File: src/rtl/mult_div_unit.sv
// mult_div_unit: 32-bit signed multiply (radix-2 Booth) and divide (restoring), one bit per cycle.
// Optional MULT_DIV_DIVZERO_EN adds the div_zero flag and a one-cycle divide-by-zero shortcut.
module mult_div_unit (
  input  logic        clk,
  input  logic        reset,
  input  logic [31:0] a,
  input  logic [31:0] b,
  input  logic        mult_start,
  input  logic        div_start,
  output logic [31:0] hi,
  output logic [31:0] lo,
  output logic        busy,
  output logic        done
`ifdef MULT_DIV_DIVZERO_EN
  ,
  output logic        div_zero
`endif
);
  typedef enum logic [1:0] {IDLE, MULT, DIV, DONE} state_t;
  state_t      state_q, state_d;
  logic [4:0]  cnt_q, cnt_d;
  logic [32:0] acc_q, acc_d;
  logic [31:0] q_q, q_d, m_q, m_d, hi_q, hi_d, lo_q, lo_d;
  logic        q1_q, q1_d, is_div_q, is_div_d, sa_q, sa_d, sb_q, sb_d, done_q, done_d;
  logic [32:0] m_ext, booth_sum, shifted;
  logic [31:0] abs_a, abs_b, rem, rem_s, quo_s;
  logic        ge;
`ifdef MULT_DIV_DIVZERO_EN
  logic        dz_q, dz_d, dzo_q, dzo_d;
  assign div_zero = dzo_q;
`endif
  assign hi    = hi_q;
  assign lo    = lo_q;
  assign done  = done_q;
  assign busy  = (state_q == MULT) || (state_q == DIV);
  assign abs_a = a[31] ? -a : a;
  assign abs_b = b[31] ? -b : b;
  // The accumulator carries one guard bit so subtracting -2^31 cannot overflow.
  assign m_ext     = {m_q[31], m_q};
  assign booth_sum = (q_q[0] && !q1_q) ? acc_q - m_ext :
                     (!q_q[0] && q1_q) ? acc_q + m_ext : acc_q;
  assign shifted   = {acc_q[31:0], q_q[31]};
  assign ge        = shifted >= {1'b0, m_q};
  assign rem       = acc_q[31:0];
  assign rem_s     = sa_q ? -rem : rem;
  assign quo_s     = (sa_q ^ sb_q) ? -q_q : q_q;
  always_comb begin
    state_d  = state_q;
    cnt_d    = cnt_q;
    acc_d    = acc_q;
    q_d      = q_q;
    q1_d     = q1_q;
    m_d      = m_q;
    is_div_d = is_div_q;
    sa_d     = sa_q;
    sb_d     = sb_q;
    hi_d     = hi_q;
    lo_d     = lo_q;
    done_d   = 1'b0;
`ifdef MULT_DIV_DIVZERO_EN
    dz_d     = dz_q;
    dzo_d    = 1'b0;
`endif
    case (state_q)
      IDLE: begin
        if (mult_start) begin
          state_d  = MULT;
          cnt_d    = 5'd0;
          acc_d    = 33'd0;
          q_d      = b;
          q1_d     = 1'b0;
          m_d      = a;
          is_div_d = 1'b0;
`ifdef MULT_DIV_DIVZERO_EN
          dz_d     = 1'b0;
`endif
        end else if (div_start) begin
          state_d  = DIV;
          cnt_d    = 5'd0;
          acc_d    = 33'd0;
          q_d      = abs_a;
          q1_d     = 1'b0;
          m_d      = abs_b;
          is_div_d = 1'b1;
          sa_d     = a[31];
          sb_d     = b[31];
`ifdef MULT_DIV_DIVZERO_EN
          dz_d     = (b == 32'd0);
          state_d  = (b == 32'd0) ? DONE : DIV;
`endif
        end
      end
      MULT: begin
        acc_d   = {booth_sum[32], booth_sum[32:1]};
        q_d     = {booth_sum[0], q_q[31:1]};
        q1_d    = q_q[0];
        cnt_d   = cnt_q + 5'd1;
        state_d = (cnt_q == 5'd31) ? DONE : MULT;
      end
      DIV: begin
        acc_d   = ge ? shifted - {1'b0, m_q} : shifted;
        q_d     = {q_q[30:0], ge};
        cnt_d   = cnt_q + 5'd1;
        state_d = (cnt_q == 5'd31) ? DONE : DIV;
      end
      DONE: begin
        state_d = IDLE;
        done_d  = 1'b1;
`ifdef MULT_DIV_DIVZERO_EN
        dzo_d   = dz_q;
        hi_d    = dz_q ? hi_q : is_div_q ? rem_s : acc_q[31:0];
        lo_d    = dz_q ? lo_q : is_div_q ? quo_s : q_q;
`else
        hi_d    = is_div_q ? rem_s : acc_q[31:0];
        lo_d    = is_div_q ? quo_s : q_q;
`endif
      end
      default: state_d = IDLE;
    endcase
  end
  always_ff @(posedge clk) begin
    if (reset) begin
      state_q  <= IDLE;
      cnt_q    <= 5'd0;
      acc_q    <= 33'd0;
      q_q      <= 32'd0;
      q1_q     <= 1'b0;
      m_q      <= 32'd0;
      is_div_q <= 1'b0;
      sa_q     <= 1'b0;
      sb_q     <= 1'b0;
      hi_q     <= 32'd0;
      lo_q     <= 32'd0;
      done_q   <= 1'b0;
`ifdef MULT_DIV_DIVZERO_EN
      dz_q     <= 1'b0;
      dzo_q    <= 1'b0;
`endif
    end else begin
      state_q  <= state_d;
      cnt_q    <= cnt_d;
      acc_q    <= acc_d;
      q_q      <= q_d;
      q1_q     <= q1_d;
      m_q      <= m_d;
      is_div_q <= is_div_d;
      sa_q     <= sa_d;
      sb_q     <= sb_d;
      hi_q     <= hi_d;
      lo_q     <= lo_d;
      done_q   <= done_d;
`ifdef MULT_DIV_DIVZERO_EN
      dz_q     <= dz_d;
      dzo_q    <= dzo_d;
`endif
    end
  end
endmodule

File: config.mk
export PLATFORM = sky130hd
export DESIGN_NAME = mult_div_unit
export DESIGN_NICKNAME = d
export VERILOG_FILES = /design/src/rtl/mult_div_unit.sv
export SDC_FILE = /design/constraint.sdc
export NUM_CORES = 1
export LEC_CHECK = 0
export CORE_ASPECT_RATIO = 2
export CORE_MARGIN = 4
export CORE_UTILIZATION = 60
export DETAILED_ROUTE_END_ITERATION = 7
export PLACE_DENSITY = 0.84
export SLEW_MARGIN = 20
export SYNTH_ARGS = -nofsm -noshare
export SYNTH_HDL_FRONTEND = slang
export SYNTH_SLANG_ARGS = --single-unit
File: constraint.sdc
create_clock -name clk -period 7 [get_ports clk]
set_input_delay 1.4 -clock clk [delete_from_list [all_inputs] [get_ports clk]]
set_output_delay 1.4 -clock clk [all_outputs]
set_load 0.02 [all_outputs]
==> metrics.txt <==
crit path DAT 5.10 ns; R2R cell count 11; outcome complete, but fails checks; RSZ-0062 raised after global routing false; Layout area overhead 12.2%; Stages on worst setup path 11; share of layout cells above drive strength 1 0.0443; worst-path fanout max 14; post-synthesis async set-or-reset flop share 0; CTS tree done; Top Ports 134; Period minus WS final approximately 4.7 ns; Mapped Cells 2253; Slew Limit Fails 0; ant diodes 0; Port Buffers about 130; dpl hpwl 53000 um; final setup violation count 0; Worst Hold Depth 2; number of remaining DRC errors 9; Clk Latency, worst-skew pair around 0.48 ns; Tcrit/Tclk final 0.677; chip width 125 um; postcts setup bufs 0; ANT nets after route 0; CTS clk-pin slew, worst paths ~0.080 ns; leak pwr just over 7 nW; CP max-delay cell a2111oi_0; pin count of the biggest net entering global routing approximately 110; post-layout util 0.682; Syn Area/Cell just over 7 um^2; first-pass GRT wire length 106000 um; Max Fclk 0.211 GHz; delay-heaviest family, CP compound AO/OA/AOI/OAI gates; Worst path max stage delay between 0.8 and 0.9 ns; CTS sink count roughly 170; Synth Cell Area 16400 um^2; worst-case vdd ir drop 308 uV; final WL 71000 um; CTS buffer count 17; most used flip-flop cell after synthesis dfxtp_1; Root Driver clkbuf_16; die area 30100 um^2; Detailed Route Iter0 Violations 2122; Net Count, Synth about 2400; vias post-DR 18700; CTS max path bufs 2; CTS H-tree depth 4; EDFF count, synth 0; HP Class register to register; GRT Residual Overflow 0; 1st-pass router iterations 8; pwr/cell area 321 nW/um^2; Vias/cell 7.13; vias in the first global route between 15000 and 20000; global-route usage over all layers 0.456; final setup TNS 0 ns; synth unique cells 79; post-synthesis sequential area ratio 0.212; CP Class register to register; WP buf/inv 1; Placer Congestion 1.04; Warnings, synthesis 0; Crit path top cell by count a21o_1; relative slew slack 0.157; Req. time, crit path 7.36 ns; num rows 85; Post-layout nets 2442; final hold viol count 0; Hold Buf Count CTS 0; initial antenna violation count 0; Setup crit start kind register; die span in y 241 um; Max-cap violations 0; Yosys reg bits approximately 170; Core ar. 26900 um^2; CP Cell Sequence ha_1 -> a21o_1 -> a21o_1 -> a21oi_1 -> nor2_1 -> a2111oi_0 -> a21o_1 -> nand2_1 -> buf_4 -> mux2_2 -> a221o_1; final setup skew roughly 0.015 ns; Worst-Margin Slew 1.26 ns; routed len/inst 27.0 um; # resized after CTS 0; CP endpoint kind register; failing checks design-rule violations; Initial Util 0.608
==> registers in the layout, indices dropped and copies added (netlist names), 2 cells and up <==
register,count
lo,32
hi,32
state_q,2
acc_q,33
q_q,32
cnt_q,5
m_q,32
==> where the power goes <==
| part | internal, W | switching, W |
|---|---|---|
| clock | 0.000516 | 0.000503 |
| combinational | 0.00118 | 0.00219 |
| sequential | 0.00116 | 0.000330 |
| total | 0.00286 | 0.00303 |
==> path summary, 6_finish.rpt <==
kind                to      start  slack (ns)
min             hi[26]     hi[26]        0.49
max reg2reg  acc_q[14]  acc_q[17]        2.26
min reg2reg     hi[26]     hi[26]        0.49
max          acc_q[14]  acc_q[17]        2.26
==> kinds of logic after synthesis <==
logic type	after synthesis	synth area share
AO/OA/AOI/OAI	790	0.316
AND/OR/NAND/NOR	693	0.200
buffers and inverters	258	0.0601
XOR/XNOR	181	0.0970
flip-flops	173	0.212
adder cells (fa/ha/maj)	109	0.0848
multiplexers	49	0.0305
==> cell usage in the layout (no fill, tap or decap), drive strengths merged, types with 20 or more instances in the layout <==
cell,count
or4,21
nor2b,26
o211ai,32
o21ai,173
a31oi,21
nor4,20
a21o,35
xnor2,95
nand2b,24
clkdlybuf4s50,131
ha,106
inv,96
nand2,231
a21oi,215
nor2,192
xor2,86
nor3,54
buf,31
a211oi,67
a221oi,31
mux2i,42
dfxtp,173
nand3,35
o31ai,38
or3,26
==> cell usage after synthesis (all sizes together) (31+ instances only) <==
| master | n | area [um^2] |
|---|---|---|
| xor2 | 86 | 753 |
| nand2 | 231 | 867 |
| a221oi | 31 | 272 |
| o21ai | 173 | 866 |
| inv | 88 | 330 |
| nand3 | 35 | 175 |
| clkbuf | 146 | 554 |
| nor3 | 54 | 275 |
| a21oi | 215 | 1080 |
| xnor2 | 95 | 832 |
| nor2 | 192 | 721 |
| mux2i | 42 | 420 |
| a21o | 35 | 263 |
| dfxtp | 173 | 3460 |
| o31ai | 38 | 285 |
| ha | 106 | 1330 |
| o211ai | 32 | 240 |
| a211oi | 67 | 503 |
==> worst reg2reg max path, stage by stage (launching register included) <==
cell	delay, ns
dfxtp_1	0.68
ha_1	0.42
a21o_1	0.19
a21o_1	0.16
a21oi_1	0.24
nor2_1	0.10
a2111oi_0	0.84
a21o_1	0.51
nand2_1	0.49
buf_4	0.38
mux2_2	0.31
a221o_1	0.30
==> area by class of cell <==
| cell class | count | area, um^2 |
|---|---|---|
| Multi-Input combinational cell | 1822 | 12000 |
| Fill cell | 2220 | 8560 |
| Sequential cell | 173 | 3460 |
| Timing Repair Buffer | 162 | 1550 |
| Tap cell | 348 | 435 |
| Clock buffer | 17 | 425 |
| Inverter | 89 | 334 |
| Clock inverter | 15 | 190 |
==> routing by layer <==
layer,vias up,track usage,share of wire
met4,0,0.480,0.14
met2,1272,0.798,0.48
li1,8287,-,-
met5,-,0,0
met1,8655,0.432,0.30
met3,513,0.0832,0.078
==> stage by stage <==
stage / cell area [um^2] / worst slack, ns / std cells / power [W] / hold slack [ns]
6_report: 18300 / 2.26 / 2626 / 0.00589 / 0.492
5_1_grt: 18300 / 2.09 / 2626 / 0.00614 / 0.512
4_1_cts: 18300 / 2.45 / 2626 / 0.00572 / 0.491
3_5_place_dp: 17700 / 2.16 / 2594 / 0.00469 / 0.481
3_3_place_gp: 17700 / 2.17 / 2594 / 0.00461 / 0.469
2_1_floorplan: 16400 / 2.88 / 2253 / 0.00362 / 0.453
No activity file was read; power rests on OpenSTA's default activity.
